**src/rtl/sprite_plotter.sv**
```systemverilog
// Per-object pixel engine: erases the previous WIDTH x HEIGHT box, then draws it at the new position.
// Optional outline colouring of the box edge is enabled by defining SPRITE_PLOTTER_OUTLINE_EN.
module sprite_plotter #(
  parameter int unsigned WIDTH          = 4,
  parameter int unsigned HEIGHT         = 4,
  parameter logic [2:0]  BG_COLOUR      = 3'b000,
  parameter logic [2:0]  OUTLINE_COLOUR = 3'b111
) (
  input  logic       CLOCK_50,
  input  logic       reset,
  input  logic       start,
  input  logic [7:0] x_in,
  input  logic [6:0] y_in,
  input  logic [2:0] colour_in,
  output logic [7:0] x,
  output logic [6:0] y,
  output logic [2:0] colour,
  output logic       plot,
  output logic       busy,
  output logic       done
);

  localparam int unsigned CW    = 4;
  localparam int unsigned XW    = 9;
  localparam int unsigned YW    = 8;
  localparam int unsigned X_MAX = 159;
  localparam int unsigned Y_MAX = 119;

  typedef enum logic [1:0] {
    S_IDLE,
    S_ERASE,
    S_DRAW,
    S_DONE
  } state_t;

  state_t         state_q, state_d;
  logic [CW-1:0]  dx_q, dx_d;
  logic [CW-1:0]  dy_q, dy_d;
  logic [7:0]     new_x_q, new_x_d;
  logic [6:0]     new_y_q, new_y_d;
  logic [2:0]     new_c_q, new_c_d;
  logic [7:0]     old_x_q, old_x_d;
  logic [6:0]     old_y_q, old_y_d;
  logic           old_valid_q, old_valid_d;
  logic [7:0]     x_d;
  logic [6:0]     y_d;
  logic [2:0]     colour_d;
  logic           plot_d, busy_d, done_d;

  logic [7:0]     base_x;
  logic [6:0]     base_y;
  logic [XW-1:0]  sum_x;
  logic [YW-1:0]  sum_y;
  logic           on_screen;
  logic           row_end;
  logic           scan_last;
  logic [2:0]     draw_colour;

  // Scan geometry: sums are widened so off-screen pixels are detected, not wrapped
  assign base_x    = (state_q == S_ERASE) ? old_x_q : new_x_q;
  assign base_y    = (state_q == S_ERASE) ? old_y_q : new_y_q;
  assign sum_x     = {1'b0, base_x} + XW'(dx_q);
  assign sum_y     = {1'b0, base_y} + YW'(dy_q);
  assign on_screen = (sum_x <= XW'(X_MAX)) && (sum_y <= YW'(Y_MAX));
  assign row_end   = (dx_q == CW'(WIDTH - 1));
  assign scan_last = row_end && (dy_q == CW'(HEIGHT - 1));

`ifdef SPRITE_PLOTTER_OUTLINE_EN
  logic on_edge;
  assign on_edge     = (dx_q == '0) || row_end || (dy_q == '0) || (dy_q == CW'(HEIGHT - 1));
  assign draw_colour = on_edge ? OUTLINE_COLOUR : new_c_q;
`else
  logic unused_outline;
  assign unused_outline = ^OUTLINE_COLOUR;
  assign draw_colour    = new_c_q;
`endif

  // State, scan counters, latched coordinates and registered pixel outputs
  always_ff @(posedge CLOCK_50 or posedge reset) begin
    if (reset) begin
      state_q     <= S_IDLE;
      dx_q        <= '0;
      dy_q        <= '0;
      new_x_q     <= '0;
      new_y_q     <= '0;
      new_c_q     <= '0;
      old_x_q     <= '0;
      old_y_q     <= '0;
      old_valid_q <= 1'b0;
      x           <= '0;
      y           <= '0;
      colour      <= '0;
      plot        <= 1'b0;
      busy        <= 1'b0;
      done        <= 1'b0;
    end else begin
      state_q     <= state_d;
      dx_q        <= dx_d;
      dy_q        <= dy_d;
      new_x_q     <= new_x_d;
      new_y_q     <= new_y_d;
      new_c_q     <= new_c_d;
      old_x_q     <= old_x_d;
      old_y_q     <= old_y_d;
      old_valid_q <= old_valid_d;
      x           <= x_d;
      y           <= y_d;
      colour      <= colour_d;
      plot        <= plot_d;
      busy        <= busy_d;
      done        <= done_d;
    end
  end

  // Next-state, scan stepping and next output values
  always_comb begin
    state_d     = state_q;
    dx_d        = dx_q;
    dy_d        = dy_q;
    new_x_d     = new_x_q;
    new_y_d     = new_y_q;
    new_c_d     = new_c_q;
    old_x_d     = old_x_q;
    old_y_d     = old_y_q;
    old_valid_d = old_valid_q;
    x_d         = x;
    y_d         = y;
    colour_d    = colour;
    plot_d      = 1'b0;
    busy_d      = 1'b0;
    done_d      = 1'b0;

    case (state_q)
      S_IDLE: begin
        if (start) begin
          new_x_d = x_in;
          new_y_d = y_in;
          new_c_d = colour_in;
          dx_d    = '0;
          dy_d    = '0;
          state_d = old_valid_q ? S_ERASE : S_DRAW;
        end
      end

      S_ERASE, S_DRAW: begin
        busy_d   = 1'b1;
        plot_d   = on_screen;
        x_d      = sum_x[7:0];
        y_d      = sum_y[6:0];
        colour_d = (state_q == S_ERASE) ? BG_COLOUR : draw_colour;
        if (scan_last) begin
          dx_d = '0;
          dy_d = '0;
          if (state_q == S_ERASE) begin
            state_d = S_DRAW;
          end else begin
            old_x_d     = new_x_q;
            old_y_d     = new_y_q;
            old_valid_d = 1'b1;
            state_d     = S_DONE;
          end
        end else if (row_end) begin
          dx_d = '0;
          dy_d = dy_q + CW'(1);
        end else begin
          dx_d = dx_q + CW'(1);
        end
      end

      S_DONE: begin
        busy_d  = 1'b1;
        done_d  = 1'b1;
        state_d = S_IDLE;
      end

      default: state_d = S_IDLE;
    endcase
  end

endmodule
```
**config.mk**
```make
export PLATFORM = sky130hd
export DESIGN_NAME = sprite_plotter
export DESIGN_NICKNAME = d
export VERILOG_FILES = /design/src/rtl/sprite_plotter.sv
export SDC_FILE = /design/constraint.sdc
export NUM_CORES = 1
export LEC_CHECK = 0
export BUFFER_PORTS_ARGS = -buffer_cell sky130_fd_sc_hd__buf_2
export CORE_ASPECT_RATIO = 1.5
export CORE_MARGIN = 4
export CORE_UTILIZATION = 62
export DETAILED_ROUTE_END_ITERATION = 10
export GPL_TIMING_DRIVEN = 0
export HOLD_SLACK_MARGIN = 0.1
export PLACE_DENSITY_LB_ADDON = 0.25
export SYNTH_ARGS = -nofsm -noshare
export SYNTH_HDL_FRONTEND = slang
export SYNTH_SLANG_ARGS = --single-unit
```
**constraint.sdc**
```tcl
create_clock -name CLOCK_50 -period 5.8 [get_ports CLOCK_50]
set_clock_uncertainty 0.05 [all_clocks]
set_input_delay 1.16 -clock CLOCK_50 [delete_from_list [all_inputs] [get_ports CLOCK_50]]
set_output_delay 1.16 -clock CLOCK_50 [all_outputs]
set_load 0.05 [all_outputs]
```
# Word level (Yosys, flattened, before mapping)

Cells that the tools add are included.
Widths: inputs -> output; s select.

$add $sub $neg: 4
$lt $le $gt $ge: 2
Equal/unequal tests: 8
Multiplexer cells: 18
Bitwise gates (word level): 1
Reductions and logical operators: 12

Operator list:

| kind                | count |
|---|---|
| $mux 4              | 5 |
| $pmux 4 s2          | 2 |
| $add 8x4->9         | 1 |
| $le 9x8->1 const B  | 1 |
| $add 4x1->4 const B | 2 |
| $add 7x4->8         | 1 |
| $eq 4x2->1 const B  | 2 |
| $le 8x7->1 const B  | 1 |
| $mux 8              | 1 |
| $reduce_and 2->1    | 4 |
| $mux 7              | 1 |
| $mux 2              | 3 |
| $pmux 2 s3          | 1 |
| $reduce_and 3->1    | 2 |
| $eq 2x2->1 const B  | 2 |
| $mux 1              | 4 |
| $ne 2x2->1 const B  | 2 |
| $mux 3              | 1 |
| $ne 3x3->1 const B  | 1 |
| $reduce_or 3->1     | 1 |
| $eq 2x1->1 const B  | 1 |
| $logic_and 1x1->1   | 2 |
| $logic_not 2->1     | 1 |
| $reduce_bool 2->1   | 1 |
| other kinds (2)     | 2 |

Register bits after elaboration: 65

# Logic depth before layout (Yosys ltp)

Gate-level depths: netlist of the first run.

Word-level depth: 6
Mapped depth: 12
Gate-level depth less buffers: 10

# Worst setup path after synthesis of the first run

OpenSTA, ideal clock, no wires.

Path kind: flip-flop to flip-flop
From: register state_q[1]
To: register y[6]
Setup time: 125 ps
Arrival: 2846 ps
Path slack: 2779 ps
Cell stages (with the launch flop): 13
Path buffers: 2
Clock period less this slack: 3021 ps
Cells stage by stage: dfrtp_1 inv_1 ha_1 buf_2 buf_2 mux2_2 ha_1 fa_1 a21o_1 a21oi_1 nor3_1 xnor2_1 mux2_2

Longest elaborated chain between the ends: 3
Elaborated cells on any way between the ends: 5
Those cells by class: 1 x add/sub; 2 x eq/ne; 1 x mux; 1 x reduce/logical

RTL lines:

| what                     | RTL line | RTL |
|---|---|---|
| start: declaration       | 36       | `state_t state_q, state_d;` |
| start signal: assignment | 97       | `state_q <= state_d;` |
| $eq 2x1->1               | 61       | `assign base_y = (state_q == S_ERASE) ? old_y_q : new_y_q;` |
| $mux 7                   | 61       |  |
| named net base_y[0]      | 51       | `logic [6:0] base_y;` |
| $add 7x4->8              | 63       | `assign sum_y = {1'b0, base_y} + YW'(dy_q);` |
| end signal: assignment   | 107      | `y <= y_d;` |
| end: declaration         | 16       | `output logic [6:0] y,` |

The timed path passes the listed nets, and every way through them passes these cells.
A chain may end at the register's enable or synchronous reset.

# Final worst setup path of the first run

Ends and elaborated chain as after synthesis.

==> impl_metrics.json, run 1 <==
{
  "cp.required_ns": 5.98,
  "cp_num_buf_inv": 3,
  "fin_crit_sh_pct": 60.0,
  "criticalPathCategory": "reg2reg",
  "vias_per_cell": 5.74,
  "diodes": 0,
  "post-cts-setup-buffers": 0,
  "drv_slew": 0,
  "timing.rr.end": "y[6]$_DFFE_PP0P_",
  "cp-end-kind": "flip-flop",
  "postRouteAntennaNets": 0,
  "final-setup-viol-count": 0,
  "syn_inst": 274,
  "die_w_um": 67.9,
  "critPathSlowestCell": "fa_1",
  "grt_pass1_wl_mm": 11.2,
  "hold_viol_final": 0,
  "cts_tree": "done",
  "tightestPinTransition_ns": 0.608,
  "htreeDepth": 3,
  "worst-r2r-setup-slack_ns": 2.32,
  "reg2regPathDepth": 12,
  "first_pass_iters": 4,
  "holdPathEnd": "old_x_q[7]$_DFFE_PP0P_",
  "ctsResizeCount": 0,
  "rows": 32,
  "cts-root-buf": "clkbuf_8",
  "ios": 42,
  "clk_latency_ns": 0.34,
  "synth_common_cells": "dfrtp_1 (65), mux2_2 (37), nand2_1 (18)",
  "synthArstFlopShare_pct": 100,
  "grt.total_usage_pct": 22.6,
  "max_freq_mhz": 287,
  "r2r-start": "state_q[1]$_DFFE_PP0P_",
  "cts_hold_buf": 0,
  "crit_chain": "inv_1, ha_1, buf_2, buf_2, mux2_2, ha_1, fa_1, a21o_1, a21oi_1, nor3_1, xnor2_1, mux2_2",
  "relSlewSlack_pct": 59.4,
  "antenna_found_initial": 0,
  "fin_util_pct": 73.5,
  "cts_num_sinks": 65,
  "num_vias": 2277,
  "fin_tns_setup_ns": 0,
  "worstHoldPathCells": 2,
  "syn_to_final_growth_pct": 13.8,
  "die_y_um": 97.9,
  "drt_first_iter_violations": 98,
  "post_synth_instance_area_um2": 3340,
  "ys_seq_area_share_pct": 48.7,
  "clk_pin_slew_ns": 0.06,
  "overflow": 0,
  "io_buffers": 41,
  "holdCritPathClass": "reg2reg",
  "post-route-drc-count": 0,
  "dpl.hpwl_mm": 4.75,
  "yosysWarnings": 0,
  "vdd_ir_drop_max_v": 0.000346,
  "synthMostInstantiatedCell": "dfrtp_1",
  "p_per_area_nw_per_um2": 598,
  "initial_utilization_pct": 64.6,
  "grt_max_degree": 39,
  "path_max_fanout": 10,
  "layout_min_cycle_time_ns": 3.48,
  "synthesis.nets": 312,
  "drt_wl_total_mm": 6.50,
  "synth.avg_cell_area_um2": 12.2,
  "synth.distinct_cells": 48,
  "core_um2": 5160,
  "min_from": "old_x_q[7]$_DFFE_PP0P_",
  "synth_area_leader_cell": "dfrtp_1",
  "die-area_um2": 6650,
  "fin_nets": 365,
  "grt_pass1_vias": 2424,
  "netlist_top_cells_area": "dfrtp_1 (49%), mux2_2 (12%), ha_1 (5.6%)",
  "wl_per_cell_um": 16.4,
  "cp_top_family": "adder cells",
  "synth-seq-cells": 65,
  "start_kind": "flip-flop",
  "yosysTopAreaCellShare_pct": 48.7,
  "clockBufferDepth": 2,
  "p_leak_uw": 0.00184,
  "gp_congestion": 0.820,
  "cts_buffers": 9,
  "maxCapViolations": 0,
  "drive_gt1_share_pct": 35.9,
  "synth_edf_count": 0,
  "rsz0062_at_grt": "no",
  "crit_arrival_ns": 3.65,
  "synth-main-ff-cell": "dfrtp_1",
  "status": "finished, final reports clean",
  "crit_path_max_incr_delay_ns": 0.43
}
[through the flow]
stage / power, uW / hold WS, ns / worst slack (ns) / instances / area, um2
after floorplan: 1680 / 0.402 / 2.78 / 274 / 3340
after global placement: 1930 / 0.410 / 2.21 / 383 / 3630
after detailed placement: 1970 / 0.423 / 2.41 / 384 / 3650
after CTS: 2290 / 0.438 / 2.34 / 397 / 3800
after global routing: 2440 / 0.456 / 2.21 / 397 / 3800
final: 2270 / 0.436 / 2.32 / 397 / 3800
[worst reg2reg max path: cells and delay by family (launching register included)]
kind / cells / cell delay [ns]
buf+inv: 3 / 0.70
flops: 1 / 0.41
xor+xnor: 1 / 0.15
fa+ha+maj: 3 / 0.83
simple gates: 1 / 0.12
mux: 2 / 0.65
compound gates: 2 / 0.46
[worst max-delay path by stage]
stage                                start                     end  slack [ns]  depth (start not counted)
floorplan           state_q[1]$_DFFE_PP0P_        y[6]$_DFFE_PP0P_        2.78                         12
finish              state_q[1]$_DFFE_PP0P_        y[6]$_DFFE_PP0P_        2.32                         12
global placement                     reset  new_y_q[4]$_DFFE_PP0P_        2.21                          2
CTS                 state_q[1]$_DFFE_PP0P_        y[6]$_DFFE_PP0P_        2.34                         12
detailed placement  state_q[1]$_DFFE_PP0P_        y[6]$_DFFE_PP0P_        2.41                         12
global route        state_q[1]$_DFFE_PP0P_        y[6]$_DFFE_PP0P_        2.21                         12
[final cells by class]
| type | instances | area [um2] |
|---|---|---|
| plain buffers | 11 | 63.8 |
| clock buffers | 12 | 145 |
| clock inverters | 1 | 5.00 |
| fillers | 375 | 1370 |
| inverters | 7 | 26.3 |
| multi-input cells | 191 | 1620 |
| flip-flops and latches | 65 | 1630 |
| well taps | 68 | 85.1 |
| repair buffers | 42 | 225 |
[registers in the layout, indices dropped and copies added (netlist names), 2 cells and up]
signal       count
old_x_q          8
y                7
colour           3
x                8
new_x_q          8
draw_colour      3
state_q          2
old_y_q          7
new_y_q          7
dy_q             4
dx_q             4
[cell families after synthesis]
group / Yosys count / synth area share [%]
XOR/XNOR: 9 / 2.36
adder cells (fa/ha/maj): 17 / 6.82
AND/OR/NAND/NOR: 51 / 8.25
buffers and inverters: 18 / 2.70
multiplexers: 56 / 19.7
AO/OA/AOI/OAI: 58 / 11.5
flip-flops: 65 / 48.7
[cells in the final DEF, fill, tap and decap left out, drive strengths merged, types with 3 or more instances in the layout]
| master | count |
|---|---|
| a211oi | 3 |
| a21o | 5 |
| a21oi | 14 |
| buf | 49 |
| clkbuf | 16 |
| dfrtp | 65 |
| ha | 15 |
| inv | 7 |
| mux2 | 47 |
| mux2i | 9 |
| nand2 | 19 |
| nand3 | 6 |
| nor2 | 9 |
| nor3 | 3 |
| o21ai | 20 |
| xnor2 | 8 |
[power by group]
part           internal, uW  switching [uW]
combinational           478             765
clock                   159             151
sequential              621            99.7
[metal layers]
layer	global-route usage [%]	routed length, um	part of all wire [%]	vias to the layer above
li1	-	-	-	1095
met1	26.8	2710	42	1118
met2	37.4	3400	52	51
met3	6.79	241	3.7	13
met4	9.34	146	2.2	0
met5	0	0	0	-
(Power assumes the default switching activity.)
==> run 2: changes to the inputs <==
--- a/config.mk
+++ b/config.mk
@@ -5,10 +5,11 @@
 export SDC_FILE = /design/constraint.sdc
 export NUM_CORES = 1
 export LEC_CHECK = 0
+export ABC_AREA = 1
 export BUFFER_PORTS_ARGS = -buffer_cell sky130_fd_sc_hd__buf_2
 export CORE_ASPECT_RATIO = 1.5
 export CORE_MARGIN = 4
-export CORE_UTILIZATION = 62
+export CORE_UTILIZATION = 57
 export DETAILED_ROUTE_END_ITERATION = 10
 export GPL_TIMING_DRIVEN = 0
 export HOLD_SLACK_MARGIN = 0.1
==> constraint.sdc (replaced) <==
create_clock -name CLOCK_50 -period 3.6 [get_ports CLOCK_50]
set_clock_uncertainty 0.05 [all_clocks]
set_input_delay 0.72 -clock CLOCK_50 [delete_from_list [all_inputs] [get_ports CLOCK_50]]
set_output_delay 0.72 -clock CLOCK_50 [all_outputs]
set_load 0.05 [all_outputs]
==> run 2 against run 1 <==
  * Sequential cell count stayed put
  * Critical endpoint is now plot$_DFF_PP0_
  * Synthesized cell count is 36% higher
  * Global-route usage is 0.69 points lower
  * Routed wire length is 6.8% higher
  * Clock power is 98% higher
  * Maximum frequency is 15% higher
  * Cell count is 26% higher
  * Critical path type unchanged
  * Count of clock-buffer cells in the layout is 3 lower
==> impl_metrics.json, run 2 <==
{
  "synth.avg_cell_area_um2": 8.77,
  "holdCritPathClass": "reg2reg",
  "cp_top_family": "adder cells",
  "final-setup-viol-count": 0,
  "layout.cells.most_common": "nand2_1",
  "reg2regPathDepth": 18,
  "post-cts-setup-buffers": 0,
  "rsz0062_at_grt": "no",
  "wl_per_cell_um": 13.9,
  "fin_crit_sh_pct": 83.9,
  "die-area_um2": 7040,
  "syn_to_final_growth_pct": 15.5,
  "crit_chain": "inv_1, ha_1, inv_2, buf_6, buf_2, nand2_1, o21ai_0, ha_1, fa_1, nand3_1, nand3_1, nand3_1, nand2_1, nand2_1, nand3_1, nand2_1, inv_1, nor2_1",
  "tightestPinTransition_ns": 0.720,
  "worstHoldPathCells": 2,
  "worst-r2r-setup-slack_ns": 0.58,
  "drt_wl_total_mm": 6.94,
  "cp.required_ns": 3.84,
  "cts_hold_buf": 0,
  "synthesis.nets": 411,
  "maxCapViolations": 0,
  "synth-main-ff-cell": "dfrtp_1",
  "postRouteAntennaNets": 0,
  "vias_per_cell": 5.23,
  "drive_gt1_share_pct": 21.6,
  "ios": 42,
  "final_cell_mix": "nand2_1 (99), dfrtp_1 (65), buf_2 (43), o21ai_0 (37), inv_1 (34)",
  "synth_area_leader_cell": "dfrtp_1",
  "yosysWarnings": 0,
  "yosysTopAreaCellShare_pct": 49.8,
  "rows": 33,
  "clk_pin_slew_ns": 0.08,
  "dpl.hpwl_mm": 5.20,
  "hold_viol_final": 0,
  "relSlewSlack_pct": 51.9,
  "synth_mux_area_share_pct": 3.79,
  "ys_seq_area_share_pct": 49.8,
  "cts_tree": "done",
  "synth.distinct_cells": 34,
  "grt.total_usage_pct": 21.9,
  "synth_compound_area_share_pct": 10.4,
  "critPathSlowestCell": "dfrtp_1",
  "synth-seq-cells": 65,
  "criticalPathCategory": "reg2reg",
  "io_buffers": 41,
  "finalWorstSetupSlack_ns": 0.579,
  "vdd_ir_drop_max_v": 0.000661,
  "post-route-drc-count": 0,
  "die_y_um": 101,
  "synth_common_cells": "nand2_1 (99), dfrtp_1 (65), o21ai_0 (37)",
  "post_synth_instance_area_um2": 3270,
  "placed_cells": 485,
  "cp-end-kind": "flip-flop",
  "clockBufferDepth": 2,
  "grt_max_degree": 35,
  "fin_tns_setup_ns": 0,
  "overflow": 0,
  "grt_pass1_vias": 2668,
  "grt_pass1_wl_mm": 12.1,
  "core_um2": 5530,
  "p_leak_uw": 0.00194,
  "crit_arrival_ns": 3.26,
  "first_pass_iters": 4,
  "fin_nets": 464,
  "finalNonFillerCells": 501,
  "cts_buffers": 9,
  "diodes": 0,
  "gp_congestion": 0.810,
  "status": "finished, final reports clean",
  "max_freq_mhz": 331,
  "htreeDepth": 3,
  "synthMostInstantiatedCell": "nand2_1",
  "cts-root-buf": "clkbuf_8",
  "ctsResizeCount": 0,
  "timing.rr.end": "plot$_DFF_PP0_",
  "layout_min_cycle_time_ns": 3.02,
  "path_max_fanout": 10,
  "start_kind": "flip-flop",
  "r2r-start": "state_q[1]$_DFFE_PP0P_",
  "initial_utilization_pct": 59.1,
  "crit_end": "plot$_DFF_PP0_",
  "yosys.area_share.simple_pct": 21.2,
  "reg.largest.list": "new_x_q (8), old_x_q (8), x (8)",
  "synthArstFlopShare_pct": 100,
  "cts_num_sinks": 65,
  "num_vias": 2621,
  "drv_slew": 0,
  "pre_cts_ws_ns": 0.614,
  "clk_latency_ns": 0.35,
  "cp_num_buf_inv": 5,
  "netlist_top_cells_area": "dfrtp_1 (50%), nand2_1 (11%), ha_1 (5.7%)",
  "die_w_um": 69.8,
  "crit_cells": 18,
  "drt_first_iter_violations": 144,
  "antenna_found_initial": 0,
  "synth_edf_count": 0,
  "synthAdderAreaFrac_pct": 6.97,
  "crit_path_max_incr_delay_ns": 0.42,
  "startpoint": "state_q[1]$_DFFE_PP0P_",
  "synth_top_family_by_area": "simple AND/OR/NAND/NOR gates",
  "syn_inst": 373,
  "synth_xor_area_share_pct": 1.07,
  "p_per_area_nw_per_um2": 1020,
  "power_uw": 3840
}
[run 2: cell count changes in the layout (fill, tap and decap cells not counted), moves of 4 or more]
cell	previous run	this run
nor2_2	0	4
inv_2	1	6
a21o_1	5	0
mux2_4	10	0
o21ai_0	15	37
inv_1	6	34
nand3_1	6	23
mux2i_1	9	0
xnor2_1	8	2
nor2_1	8	21
mux2_2	37	11
nand2_1	18	99
nand4_1	1	6
[run 2: layout make-up]
cell class                 count  area [um2]
multi-input combinational    255        1420
buffer                        11        63.8
fill                         476        1760
inverter                      42         159
tap                           70        87.6
clock buffer                   9         124
sequential                    65        1630
timing repair buffer          42         225
clock inverter                 7        70.1
[run 2: how the worst min path moves through the flow]
stage                       startpoint                      end  slack [ns]
4_1_cts               y[0]$_DFFE_PP0P_         y[0]$_DFFE_PP0P_        0.42
6_report              y[0]$_DFFE_PP0P_         y[0]$_DFFE_PP0P_        0.42
5_1_grt               x[2]$_DFFE_PP0P_         x[2]$_DFFE_PP0P_        0.45
3_5_place_dp          y[0]$_DFFE_PP0P_         y[0]$_DFFE_PP0P_        0.40
3_3_place_gp          x[0]$_DFFE_PP0P_         x[0]$_DFFE_PP0P_        0.40
2_1_floorplan  old_valid_q$_DFFE_PP0P_  old_valid_q$_DFFE_PP0P_        0.39
[run 2: where the power goes]
| part | internal (uW) | leakage, uW | total (uW) | switching [uW] |
|---|---|---|---|---|
| sequential | 998 | 0.000779 | 1140 | 141 |
| combinational | 639 | 0.00106 | 2080 | 1450 |
| clock | 319 | 0.0000994 | 615 | 296 |
| total | 1960 | 0.00194 | 3840 | 1880 |
[run 2: logic make-up after synthesis]
| logic type | Yosys count |
|---|---|
| AOI/OAI and AO/OA | 63 |
| adders and majority gates | 17 |
| muxes | 11 |
| DFF | 65 |
| xor gates and xnor gates | 4 |
| and+or+nand+nor | 160 |
| buffers and inverters | 53 |
[run 2: stage by stage]
step / area (um2) / hold WS, ns / utilization, %
after floorplan: 3270 / 0.393 / -
after global placement: 3560 / 0.402 / 64.4
after detailed placement: 3580 / 0.404 / 64.7
after CTS: 3780 / 0.421 / 68.2
after global routing: 3780 / 0.452 / 68.2
final: 3780 / 0.419 / 68.2
[run 2: metal layers]
metal  vias up  global-route usage, %  wire (um)
met5         -                      0          0
met4         0                   10.3        201
met3        18                   4.29        259
met2        44                   38.4       3660
met1      1238                   25.8       2820
li1       1321                      -          -
[run 2: tightest hold or removal path, stage by stage (launching register included)]
cell and delay [ns]:
dfrtp_1 0.34, nand2_1 0.05, nand2_1 0.05
